File: config.mk
export PLATFORM = sky130hd
export DESIGN_NAME = snac_snes_responder
export DESIGN_NICKNAME = d
export VERILOG_FILES = /design/src/rtl/snac_pkg.sv /design/src/rtl/snac_pin_filter.sv /design/src/rtl/snac_snes_responder.sv
export SDC_FILE = /design/constraint.sdc
export NUM_CORES = 1
export LEC_CHECK = 0
export BUFFER_PORTS_ARGS = -buffer_cell sky130_fd_sc_hd__buf_2
export CORE_MARGIN = 2
export CORE_UTILIZATION = 30
export DETAILED_ROUTE_END_ITERATION = 12
export PLACE_DENSITY_LB_ADDON = 0.1
export SLEW_MARGIN = 10
export SYNTH_ARGS = -nofsm -noshare
export SYNTH_HDL_FRONTEND = slang
export SYNTH_SLANG_ARGS = --single-unit
export TNS_END_PERCENT = 5
File: constraint.sdc
create_clock -name clk_sys -period 2.15 [get_ports clk_sys]
set_clock_uncertainty 0.15 [all_clocks]
set_input_delay 0.43 -clock clk_sys [delete_from_list [all_inputs] [get_ports clk_sys]]
set_output_delay 0.43 -clock clk_sys [all_outputs]
set_load 0.03 [all_outputs]
File: src/rtl/snac_pkg.sv
`default_nettype none
// ---------------------------------------------------------------
// snac_pkg : shared types/constants for the SNES-pad SNAC responder
// Rev 1.0
// ---------------------------------------------------------------
package snac_pkg;

   typedef enum logic [1:0] {
      ST_IDLE    = 2'd0,
      ST_LATCHED = 2'd1,
      ST_SHIFT   = 2'd2,
      ST_DONE    = 2'd3
   } snac_state_t;

   localparam int SNES_FRAME_BITS = 16;

   localparam int BTN_B      = 0;
   localparam int BTN_Y      = 1;
   localparam int BTN_SELECT = 2;
   localparam int BTN_START  = 3;
   localparam int BTN_UP     = 4;
   localparam int BTN_DOWN   = 5;
   localparam int BTN_LEFT   = 6;
   localparam int BTN_RIGHT  = 7;
   localparam int BTN_A      = 8;
   localparam int BTN_X      = 9;
   localparam int BTN_L      = 10;
   localparam int BTN_R      = 11;

   localparam logic [3:0] SNAC_DEFAULT_ID = 4'b1111;

   // Line level is low for a pressed button, so the button word is inverted.
   function automatic logic [SNES_FRAME_BITS-1:0] build_frame(
      input logic [3:0]  id,
      input logic [11:0] btn
   );
      return {id, ~btn};
   endfunction

endpackage
`default_nettype wire

File: src/rtl/snac_pin_filter.sv
`default_nettype none
// ---------------------------------------------------------------
// snac_pin_filter : synchronizer + glitch filter, flags accepted level changes
// Rev 1.0
// ---------------------------------------------------------------
module snac_pin_filter #(
   parameter int   SYNC_STAGES   = 2,
   parameter int   FILTER_CYCLES = 3,
   parameter logic RESET_VAL     = 1'b0
) (
   input  logic clk,
   input  logic rst_n,
   input  logic i_pin,
   output logic o_level,
   output logic o_edge
);

   localparam int CNT_W = (FILTER_CYCLES > 1) ? $clog2(FILTER_CYCLES) : 1;
   localparam logic [CNT_W-1:0] c_last = CNT_W'(FILTER_CYCLES - 1);

   logic [SYNC_STAGES-1:0] r_sync;
   logic [CNT_W-1:0]       r_cnt;
   logic                   r_level;
   logic                   r_edge;
   logic                   w_sync;

   assign w_sync = r_sync[SYNC_STAGES-1];

   always_ff @(posedge clk or negedge rst_n) begin
      if (!rst_n) begin
         r_sync <= {SYNC_STAGES{RESET_VAL}};
      end else begin
         r_sync[0] <= i_pin;
         for (int i = 1; i < SYNC_STAGES; i++) begin
            r_sync[i] <= r_sync[i-1];
         end
      end
   end

   // A new level is accepted on the FILTER_CYCLES-th consecutive differing sample.
   always_ff @(posedge clk or negedge rst_n) begin
      if (!rst_n) begin
         r_cnt   <= '0;
         r_level <= RESET_VAL;
         r_edge  <= 1'b0;
      end else if (w_sync == r_level) begin
         r_cnt   <= '0;
         r_edge  <= 1'b0;
      end else if (r_cnt == c_last) begin
         r_cnt   <= '0;
         r_level <= w_sync;
         r_edge  <= 1'b1;
      end else begin
         r_cnt   <= r_cnt + CNT_W'(1);
         r_edge  <= 1'b0;
      end
   end

   assign o_level = r_level;
   assign o_edge  = r_edge;

endmodule
`default_nettype wire

File: src/rtl/snac_snes_responder.sv
`default_nettype none
// ---------------------------------------------------------------
// snac_snes_responder : SNES-pad side of the SNAC link, answers LATCH/CLK with a 16-bit frame
// Rev 1.0
// ---------------------------------------------------------------
module snac_snes_responder
   import snac_pkg::*;
#(
   parameter int         SYNC_STAGES    = 2,
   parameter int         FILTER_CYCLES  = 3,
   parameter int         TIMEOUT_CYCLES = 96000,
   parameter logic [3:0] ID_BITS        = SNAC_DEFAULT_ID
) (
   input  logic        clk_sys,
   input  logic        reset_l_main,
   input  logic        i_ena,
   input  logic [11:0] btn_state,
   input  logic        snac_latch,
   input  logic        snac_clk,
   output logic        snac_data_out,
   output logic        snac_data_oe,
   output logic        busy,
   output logic        frame_done,
   output logic [4:0]  bit_count
);

   localparam int TMO_W = $clog2(TIMEOUT_CYCLES + 1);
   localparam logic [TMO_W-1:0] c_tmo_max   = TMO_W'(TIMEOUT_CYCLES);
   localparam logic [4:0]       c_last_bit  = 5'(SNES_FRAME_BITS - 1);
   localparam logic [4:0]       c_frame_len = 5'(SNES_FRAME_BITS);

   logic w_latch_lvl, w_latch_edge, w_latch_rise, w_latch_fall;
   logic w_clk_lvl, w_clk_edge, w_clk_rise;

   snac_state_t                r_state, w_state_nx;
   logic [SNES_FRAME_BITS-1:0] r_shift, w_shift_nx;
   logic [4:0]                 r_bit_count, w_bit_count_nx;
   logic                       r_frame_done, w_frame_done_nx;
   logic [TMO_W-1:0]           r_tmo, w_tmo_nx;
   logic                       r_data_oe;
   logic [SNES_FRAME_BITS-1:0] w_frame;

   snac_pin_filter #(
      .SYNC_STAGES   (SYNC_STAGES),
      .FILTER_CYCLES (FILTER_CYCLES),
      .RESET_VAL     (1'b0)
   ) u_latch_filt (
      .clk     (clk_sys),
      .rst_n   (reset_l_main),
      .i_pin   (snac_latch),
      .o_level (w_latch_lvl),
      .o_edge  (w_latch_edge)
   );

   snac_pin_filter #(
      .SYNC_STAGES   (SYNC_STAGES),
      .FILTER_CYCLES (FILTER_CYCLES),
      .RESET_VAL     (1'b1)
   ) u_clk_filt (
      .clk     (clk_sys),
      .rst_n   (reset_l_main),
      .i_pin   (snac_clk),
      .o_level (w_clk_lvl),
      .o_edge  (w_clk_edge)
   );

   assign w_latch_rise = w_latch_edge &  w_latch_lvl;
   assign w_latch_fall = w_latch_edge & ~w_latch_lvl;
   assign w_clk_rise   = w_clk_edge   &  w_clk_lvl;
   assign w_frame      = build_frame(ID_BITS, btn_state);

   always_ff @(posedge clk_sys or negedge reset_l_main) begin
      if (!reset_l_main) begin
         r_state      <= ST_IDLE;
         r_shift      <= '1;
         r_bit_count  <= '0;
         r_frame_done <= 1'b0;
         r_tmo        <= '0;
         r_data_oe    <= 1'b0;
      end else begin
         r_state      <= w_state_nx;
         r_shift      <= w_shift_nx;
         r_bit_count  <= w_bit_count_nx;
         r_frame_done <= w_frame_done_nx;
         r_tmo        <= w_tmo_nx;
         r_data_oe    <= i_ena;
      end
   end

   always_comb begin
      w_state_nx      = r_state;
      w_shift_nx      = r_shift;
      w_bit_count_nx  = r_bit_count;
      w_frame_done_nx = 1'b0;
      w_tmo_nx        = r_tmo;

      // Idle timer only runs while a frame is being clocked out.
      if (w_latch_edge || w_clk_edge || r_state == ST_IDLE || r_state == ST_LATCHED) begin
         w_tmo_nx = '0;
      end else if (r_tmo != c_tmo_max) begin
         w_tmo_nx = r_tmo + TMO_W'(1);
      end

      if (!i_ena) begin
         w_state_nx     = ST_IDLE;
         w_bit_count_nx = '0;
         w_tmo_nx       = '0;
      end else if (w_latch_rise) begin
         // Latch wins over a coincident clk edge and aborts any frame in flight.
         w_state_nx     = ST_LATCHED;
         w_shift_nx     = w_frame;
         w_bit_count_nx = '0;
      end else begin
         case (r_state)
            ST_IDLE: begin
            end
            ST_LATCHED: begin
               if (w_latch_fall) begin
                  w_state_nx = ST_SHIFT;
               end else if (w_latch_lvl) begin
                  w_shift_nx = w_frame;
               end
            end
            ST_SHIFT: begin
               if (w_clk_rise) begin
                  w_shift_nx     = {1'b0, r_shift[SNES_FRAME_BITS-1:1]};
                  w_bit_count_nx = r_bit_count + 5'd1;
                  if (r_bit_count == c_last_bit) begin
                     w_state_nx      = ST_DONE;
                     w_frame_done_nx = 1'b1;
                  end
               end else if (r_tmo == c_tmo_max) begin
                  w_state_nx     = ST_IDLE;
                  w_bit_count_nx = '0;
               end
            end
            ST_DONE: begin
               if (r_tmo == c_tmo_max) begin
                  w_state_nx     = ST_IDLE;
                  w_bit_count_nx = '0;
               end
            end
            default: begin
               w_state_nx = ST_IDLE;
            end
         endcase
      end
   end

   assign snac_data_out = (r_state == ST_IDLE)        ? 1'b1 :
                          (r_bit_count >= c_frame_len) ? 1'b0 : r_shift[0];
   assign snac_data_oe  = r_data_oe;
   assign busy          = (r_state != ST_IDLE);
   assign frame_done    = r_frame_done;
   assign bit_count     = r_bit_count;

endmodule
`default_nettype wire

* Yosys cells after proc, flatten, opt, wreduce, memory -nomap -nowiden
Cells that the tools add are included.
Widths: inputs -> output; s select.
** Cells by class
- Add/subtract/negate cells :: 4
- Magnitude comparators :: 1
- Eq/ne operators :: 18
- Mux-type cells :: 35
- Bitwise logic cells :: 7
- Reductions and logical operators :: 10
** Operators with widths (number)
- $mux 16 :: 4
- $mux 17 :: 3
- $pmux 16 s2 :: 1
- $mux 2 :: 10
- $mux 5 :: 4
- $add 17x1->17 const B :: 1
- $eq 17x17->1 const B :: 1
- $ne 17x17->1 const B :: 1
- $not 12->12 :: 1
- $mux 1 :: 11
- $pmux 5 s2 :: 1
- $eq 2x2->1 const B :: 4
- $ne 3x3->1 const B :: 2
- $pmux 2 s3 :: 1
- $add 5x1->5 const B :: 1
- $eq 5x4->1 const B :: 1
- $ge 5x5->1 const B :: 1
- $ne 5x1->1 const B :: 1
- $ne 5x5->1 const B :: 1
- $reduce_and 5->1 :: 1
- $add 2x1->2 const B :: 2
- $ne 4x1->1 const B :: 1
- $ne 4x4->1 const B :: 1
- $reduce_and 2->1 :: 2
- other kinds (11) :: 18
** Word-level totals
- Register bits :: 54
- Output and inout bits :: 9
- Word-level logic and storage cells :: 89

* Longest topological paths before layout
Gate-level depths: netlist of run 1.
- Depth after elaboration :: 6
- Depth in mapped cells :: 6

* Cells and area by module
From an unflattened synthesis of run 1, not the netlist that was laid out.
** Second synthesis, totals
- Cells, all modules :: 249
- Area total of the unflattened synthesis :: 2660.1 µm²
** Modules (own cells, without submodules)
- snac_snes_responder :: instances 1, cells an instance 225, area an instance 2243.4 µm², seq. area each 1071.0 µm²
- snac_pin_filter (u_clk_filt) :: instances 1, cells an instance 12, area an instance 210.2 µm², seq. area each 153.9 µm²
- snac_pin_filter (u_latch_filt) :: instances 1, cells an instance 12, area an instance 206.4 µm², seq. area each 150.1 µm²

* Worst setup path after synthesis of run 1
Ideal clock, no wire load.
- Kind :: flip-flop to output port
- From :: reg r_state[1]
- To :: out snac_data_out
- Data arrival time :: 1.353 ns
- Required time :: 1.570 ns
- Path slack :: 0.217 ns
- Cell stages (with the launch flop) :: 4
- Path buffers :: 1
- Cells stage by stage :: dfrtp_1 clkbuf_1 or2_2 o21ai_0
** Between the ends
- Word-level cells in the longest chain between the ends :: 2
** RTL lines
- start: declaration :: RTL line snac_snes_responder.sv:35 : snac_state_t r_state, w_state_nx;
- start signal: assignment :: RTL line snac_snes_responder.sv:81 : r_state <= w_state_nx;
- $logic_not 2->1 :: RTL line snac_snes_responder.sv:150 : assign snac_data_out = (r_state == ST_IDLE) ? 1'b1 :
- $mux 1 :: RTL line snac_snes_responder.sv:150
- end: declaration :: RTL line snac_snes_responder.sv:20 : output logic snac_data_out,
Every way passes these cells.

* Worst setup path after layout of run 1
Ends and elaborated chain as after synthesis.

==> flow_summary.ini, run 1 <==
[power]
vdd.ir_drop.worst_v = 0.000338
internal_power_mw = 2.00
power_switching_uw = 794
static-leakage-power_nw = 1.29
clock_power_share = 0.249
seq_power_share = 0.547
p_per_area_nw_per_um2 = 883
netSwitchingFraction = 0.284
power.combinational.fraction = 0.203

[routing]
dr.pass1.iters = 4
wl_um = 5620
post-route-drc-count = 0
final_antenna_net_count = 0
detail_route.iter0.violations = 111
wire_per_inst_um = 13.8
vias = 2047
vias_per_cell = 5.04

[cts]
cts.clk_slew.worst_paths_ns = 0.10
clk-insertion-delay-late_ns = 0.31
clock_tree_from_tritoncts = yes
ctsLongestPathBuffers = 2
post_cts.repair.setup_buffers = 0
tritoncts_num_sinks = 54
root_buffer = sky130_fd_sc_hd__clkbuf_8
post_cts.resized_instances = 0
cts_max_level = 2
tritoncts.num_buffers = 5

[status]
status = finished clean

[floorplanning]
die_h_um = 99.1
rows = 34
placeableCoreArea_um2 = 8760
die_width_um = 99.1
num_io_pins = 26
design.die.area_um2 = 9820
floorplan.initialDensity = 0.310

[yosys]
yosys.cell_types.count = 50
synth_seq_area_share = 0.507
yosysWarningCount = 0
avgSynthCellArea_um2 = 10.4
combined_area_of_all_synthesized_cells_um2 = 2710
synth_most_common_cell = sky130_fd_sc_hd__dfrtp_1
synth.top_cells.by_count = sky130_fd_sc_hd__dfrtp_1 (35), sky130_fd_sc_hd__nand3_1 (21), sky130_fd_sc_hd__dfstp_2 (19), sky130_fd_sc_hd__nor2_1 (19), sky130_fd_sc_hd__o21ai_0 (15)
synth_top_area_share = 0.323
post_synth_net_total = 282
share_of_async_settable_or_async_resettable_flops_after_synthesis = 1.00
post-synth-top-area-cell = sky130_fd_sc_hd__dfrtp_1
synth.area.top_cells = sky130_fd_sc_hd__dfrtp_1 (32%), sky130_fd_sc_hd__dfstp_2 (18%), sky130_fd_sc_hd__mux2_2 (5.8%)
yosys_most_used_dff = sky130_fd_sc_hd__dfrtp_1
yosys_register_bits = 54
synth-edff-count = 0
netlist_instances = 261

[critical_path]
worst-path-max-fanout = 12
critical_path.reg2reg.endpoint = r_tmo[0]$_DFFE_PN0P_
setup.reg_to_reg.worst_slack_ns = 0.21
critical_path.max_stage_delay_ns = 0.53
cp_num_buf_inv = 1
required_time_reported_for_the_critical_path_endpoint_ns = 1.57
timing.critical_path.from_type = flop
worst_reg2reg_path_depth = 4
timing.critical_path.slowest_stage_cell = sky130_fd_sc_hd__dfrtp_1
sequence_of_cells_on_the_critical_path = or2_2, o21ai_0, buf_2
cp_class = flop to primary output
cpLargestDelayFamily = flip-flops
worst_ep_arrival_time_ns = 1.45
reg2reg_from = r_tmo[5]$_DFFE_PN0P_
endpoint_kind = primary output

[sta]
timing.final.setup_violations = 0
worstMarginPinSlew_ns = 0.496
slew_viol_final = 0
hold_viol_final = 0
rsz0062_at_grt = false
period_needed_ns = 2.03
fin_ws_ns = 0.122
timing.fmax_ghz = 0.493
timing.max_slew.rel_slack = 0.668
fin_crit_sh = 0.943
finalSetupTns_ns = 0

[finish]
syn_to_final_growth_pct = 16.6
drive_gt1_frac = 0.295
final_net_count = 318
diodes = 0

[global_route]
grt_use_met2 = 0.186
grt_usage = 0.123
antenna_violations_before_repair = 0
grt_first_pass_wirelength_um = 9870
pin_count_of_the_biggest_net_entering_global_routing = 55
globalRoute.busiestLayer = met2
global_route.usage.met1 = 0.180
grt.overflow.total = 0
use_met3 = 0.0232
via_count_of_the_first_global_routing_pass = 2000

[worst_hold_path]
min_delay_worst_endpoint = u_clk_filt.r_sync[0]$_DFF_PN1_
min-delay-path-class = input port to flop
whs_path_depth = 1
hold_start = snac_clk

[place]
routability_cong = 0.679
placement.setup.worst_slack_ns = 0.234
placement.io_buffers = 25
dp_hpwl_um = 3950

[job]
max_cap_viol_count = 0
## power groups by stage
| stage | combinational [mW] | clock (mW) | sequential [mW] |
|---|---|---|---|
| 6_report | 0.568 | 0.697 | 1.53 |
| 5_1_grt | 0.649 | 0.771 | 1.57 |
| 4_1_cts | 0.582 | 0.729 | 1.53 |
| 3_5_place_dp | 0.579 | 0 | 1.55 |
| 3_3_place_gp | 0.571 | 0 | 1.55 |
| 2_1_floorplan | 0.477 | 0 | 1.47 |
## cell type report
| type | instances | area (µm²) |
|---|---|---|
| well taps | 108 | 135 |
| fillers | 889 | 5600 |
| repair buffers | 39 | 245 |
| inverters | 10 | 37.5 |
| clock inverters | 3 | 45.0 |
| clock buffers | 5 | 68.8 |
| multi-input cells | 187 | 1260 |
| flip-flops and latches | 54 | 1380 |
## how the worst max path moves through the flow
stage,start,to,slack [ns],depth (start not counted)
finish,r_state[1]$_DFFE_PN0P_,snac_data_out,0.12,3
detailed placement,r_tmo[5]$_DFFE_PN0P_,r_tmo[0]$_DFFE_PN0P_,0.23,4
floorplan,r_state[1]$_DFFE_PN0P_,snac_data_out,0.22,3
global route,r_tmo[5]$_DFFE_PN0P_,r_state[0]$_DFFE_PN0P_,0.05,4
CTS,r_state[1]$_DFFE_PN0P_,snac_data_out,0.12,3
global placement,r_tmo[5]$_DFFE_PN0P_,r_tmo[0]$_DFFE_PN0P_,0.25,4
## metal layers
| metal | vias up | share of wire |
|---|---|---|
| li1 | 1019 | - |
| met1 | 986 | 0.52 |
| met2 | 36 | 0.44 |
| met3 | 6 | 0.034 |
| met4 | 0 | 0.012 |
| met5 | - | 0 |
## what timing repair did
item                       CTS  global route
setup endpoints to repair    0             0
hold endpoints to repair    35             0
hold buffers                 1             0
## worst reg2reg max path: cells and delay by family (launching register included)
| family | cells | cell delay [ns] |
|---|---|---|
| and+or+nand+nor | 4 | 1.21 |
| DFF | 1 | 0.47 |
## logic make-up (layout without fill, tap and decap cells)
group	count (synthesis)	count (layout)	synth area share
multiplexers	18	18	0.0728
AND/OR/NAND/NOR	99	99	0.204
adder cells (fa/ha/maj)	4	4	0.0184
AO/OA/AOI/OAI	53	53	0.126
flip-flops	54	54	0.507
buffers and inverters	20	57	0.0304
XOR/XNOR	13	13	0.0420
## registers in the layout (all words and copies together), names as in the netlist
signal                count
bit_count                 5
frame_done                1
r_shift                  16
r_state                   2
r_tmo                    17
snac_data_oe              1
u_clk_filt.o_edge         1
u_clk_filt.o_level        1
u_clk_filt.r_cnt          2
u_clk_filt.r_sync         2
u_latch_filt.o_edge       1
u_latch_filt.o_level      1
u_latch_filt.r_cnt        2
u_latch_filt.r_sync       2
## metrics by stage
stage | cell area (µm²) | total power, mW | hold WS [ns] | utilization | cells
floorplan | 2710 | 1.94 | -0.0156 | - | 261
global placement | 3040 | 2.12 | 0.183 | 0.347 | 397
detailed placement | 3040 | 2.13 | 0.186 | 0.347 | 397
CTS | 3160 | 2.84 | 0.0435 | 0.361 | 406
global route | 3160 | 2.99 | 0.0343 | 0.361 | 406
finish | 3160 | 2.79 | 0.0613 | 0.361 | 406
## cells in the final DEF, fill, tap and decap left out, drive strengths merged, types with 3 or more instances in the layout
cell type  count
xor2           7
nor2          19
clkbuf         5
o21ai         18
a21oi         13
nand2b         3
a31o           3
inv           10
nor3           7
nand2         11
mux2i          4
buf           38
and4           3
xnor2          6
ha             4
a21o           3
nor2b          7
nand3         21
dfstp         19
dfrtp         35
mux2          14
nand4          5
nand3b         4
o32ai          3
nor3b          5
Note: power is estimated with default switching activity, not from simulation.
==> inputs of run 2 (changes only) <==
--- a/config.mk
+++ b/config.mk
@@ -5,9 +5,10 @@
 export SDC_FILE = /design/constraint.sdc
 export NUM_CORES = 1
 export LEC_CHECK = 0
+export ABC_AREA = 1
 export BUFFER_PORTS_ARGS = -buffer_cell sky130_fd_sc_hd__buf_2
 export CORE_MARGIN = 2
-export CORE_UTILIZATION = 30
+export CORE_UTILIZATION = 41
 export DETAILED_ROUTE_END_ITERATION = 12
 export PLACE_DENSITY_LB_ADDON = 0.1
 export SLEW_MARGIN = 10
==> flow_summary.ini, run 2 <==
[status]
status = finished clean

[yosys]
synth-edff-count = 0
yosysWarningCount = 0
synth.top_cells.by_count = sky130_fd_sc_hd__nand2_1 (102), sky130_fd_sc_hd__nor2_1 (43), sky130_fd_sc_hd__dfrtp_1 (35)
avgSynthCellArea_um2 = 8.14
post_synth_net_total = 390
combined_area_of_all_synthesized_cells_um2 = 3000
netlist_instances = 369
yosys_most_used_dff = sky130_fd_sc_hd__dfrtp_1
synth_seq_area_share = 0.458
synth.area.top_cells = sky130_fd_sc_hd__dfrtp_1 (29%), sky130_fd_sc_hd__dfstp_2 (17%), sky130_fd_sc_hd__nand2_1 (13%)
post-synth-top-area-cell = sky130_fd_sc_hd__dfrtp_1
synth_most_common_cell = sky130_fd_sc_hd__nand2_1
synth_top_area_share = 0.292
yosys.cell_types.count = 29
share_of_async_settable_or_async_resettable_flops_after_synthesis = 1.00
yosys_register_bits = 54

[power]
static-leakage-power_nw = 1.52
internal_power_mw = 1.97
power.combinational.fraction = 0.300
p_per_area_nw_per_um2 = 925
netSwitchingFraction = 0.357
seq_power_share = 0.500
clock_power_share = 0.199
power_switching_mw = 1.09
vdd.ir_drop.worst_v = 0.000346

[sta]
worstMarginPinSlew_ns = 0.481
timing.fmax_ghz = 0.519
timing.max_slew.rel_slack = 0.679
fin_crit_sh = 0.896
period_needed_ns = 1.93
rsz0062_at_grt = false
hold_viol_final = 0
timing.final.setup_violations = 0
final.hold.worst_slack_ns = 0.0620
finalSetupTns_ns = 0
fin_ws_ns = 0.224
slew_viol_final = 0

[finish]
diodes = 0
final_net_count = 417
seq_area_um2 = 1380
drive_gt1_frac = 0.285
syn_to_final_growth_pct = 10.1
layout_commonest_cell = sky130_fd_sc_hd__nand2_1
nFillCells = 733
mostFrequentLayoutCells = sky130_fd_sc_hd__nand2_1 (102), sky130_fd_sc_hd__nor2_1 (43), sky130_fd_sc_hd__dfrtp_1 (35), sky130_fd_sc_hd__inv_1 (31), sky130_fd_sc_hd__buf_2 (25)
largest_register_ffs = 17
final_util = 0.461
multi_input_comb_area_um2 = 1390
regMostFlops = r_tmo

[critical_path]
worst-path-max-fanout = 8
endpoint_kind = primary output
required_time_reported_for_the_critical_path_endpoint_ns = 1.57
worst_ep_arrival_time_ns = 1.35
cp_class = flop to primary output
timing.critical_path.from_type = flop
worst_reg2reg_path_depth = 7

[global_route]
antenna_violations_before_repair = 0
grt.overflow.total = 0
global_route.usage.met1 = 0.207
globalRoute.busiestLayer = met2
use_met3 = 0.0311
grt_first_pass_wirelength_um = 9710
pin_count_of_the_biggest_net_entering_global_routing = 55
grt_usage = 0.154
via_count_of_the_first_global_routing_pass = 2156
grt_use_met2 = 0.254

[routing]
detail_route.iter0.violations = 42
wl_um = 5720
vias_per_cell = 4.71
post-route-drc-count = 0
wire_per_inst_um = 11.5
dr.pass1.iters = 4
vias = 2337
final_antenna_net_count = 0

[floorplanning]
rows = 31
design.die.area_um2 = 8030
num_io_pins = 26
die_width_um = 89.6
floorplan.initialDensity = 0.419
placeableCoreArea_um2 = 7180
die_h_um = 89.6

[cts]
tritoncts_num_sinks = 54
root_buffer = sky130_fd_sc_hd__clkbuf_8
ctsLongestPathBuffers = 2
clk-insertion-delay-late_ns = 0.31
clock_tree_from_tritoncts = yes
tritoncts.num_buffers = 5
cts_max_level = 2
post_cts.resized_instances = 0
cts.clk_slew.worst_paths_ns = 0.10

[place]
dp_hpwl_um = 4210
placement.io_buffers = 25
placement.setup.worst_slack_ns = 0.360
routability_cong = 0.842

[worst_hold_path]
whs_path_depth = 1
min-delay-path-class = input port to flop

[job]
max_cap_viol_count = 0
-- run 2: cell count changes in the layout (fill, tap and decap cells not counted), sizes merged, moves of 7 or more --
cell / previous run / this run
o21ai: 18 / 37
nor2b: 7 / 0
nand2: 11 / 116
nor2: 19 / 51
mux2: 14 / 2
inv: 10 / 40
buf: 38 / 28
-- run 2: area by class of cell --
class                   count  share of cell area
well taps                  99              0.0374
clock buffers               6              0.0250
repair buffers             29              0.0514
inverters                  40              0.0454
flip-flops and latches     54               0.416
clock inverters             2             0.00492
multi-input cells         266               0.420
-- run 2: cells by family after synthesis --
group	synth area share
AOI/OAI and AO/OA	0.106
xor gates and xnor gates	0.0175
adders and majority gates	0.0167
buffers and inverters	0.0796
DFF	0.458
muxes	0.00750
and+or+nand+nor	0.315
-- run 2: routing by layer --
layer  wire length (µm)  vias up
li1                   -     1226
met1               2850     1079
met2               2670       28
met3                148        4
met4                 48        0
met5                  0        -
-- run 2: power by group through the flow --
stage / sequential [mW] / clock [mW] / combinational [mW]
after floorplan: 1.51 / 0 / 0.821
after global placement: 1.55 / 0 / 0.919
after detailed placement: 1.55 / 0 / 0.931
after CTS: 1.53 / 0.635 / 0.935
after global routing: 1.56 / 0.667 / 1.05
final: 1.53 / 0.610 / 0.918
-- run 2: worst paths after layout --
path | slack, ns | startpoint | end
worst max-delay path | 0.22 | r_state[1]$_DFFE_PN0P_ | snac_data_out
worst min-delay path | 0.06 | snac_clk | u_clk_filt.r_sync[0]$_DFF_PN1_
max in group asynchronous | 1.05 | reset_l_main | r_shift[0]$_DFFE_PN1P_
min in group asynchronous | 0.48 | reset_l_main | r_tmo[11]$_DFFE_PN0P_
worst max register to register | 0.33 | r_state[1]$_DFFE_PN0P_ | r_shift[11]$_DFFE_PN1P_
worst min register to register | 0.21 | u_latch_filt.r_sync[0]$_DFF_PN0_ | u_latch_filt.r_sync[1]$_DFF_PN0_
-- run 2: critical path, cell delays in order (launching register included) --
cell and delay, ns:
sky130_fd_sc_hd__dfrtp_1 0.55, sky130_fd_sc_hd__inv_2 0.11, sky130_fd_sc_hd__nand2_1 0.15, sky130_fd_sc_hd__nand2_1 0.06, sky130_fd_sc_hd__buf_2 0.17
-- run 2: stage by stage --
step | cells | power [mW] | instance area, µm²
final | 496 | 3.06 | 3310
after global routing | 496 | 3.27 | 3310
after CTS | 496 | 3.10 | 3310
after detailed placement | 487 | 2.48 | 3200
after global placement | 487 | 2.47 | 3200
after floorplan | 369 | 2.33 | 3000
-- run 2: what timing repair did --
item | CTS | global route
hold buffers | 1 | 0
setup endpoints to repair | 0 | 0
endpoints found under the hold margin | 35 | 0
setup buffers | 0 | 0
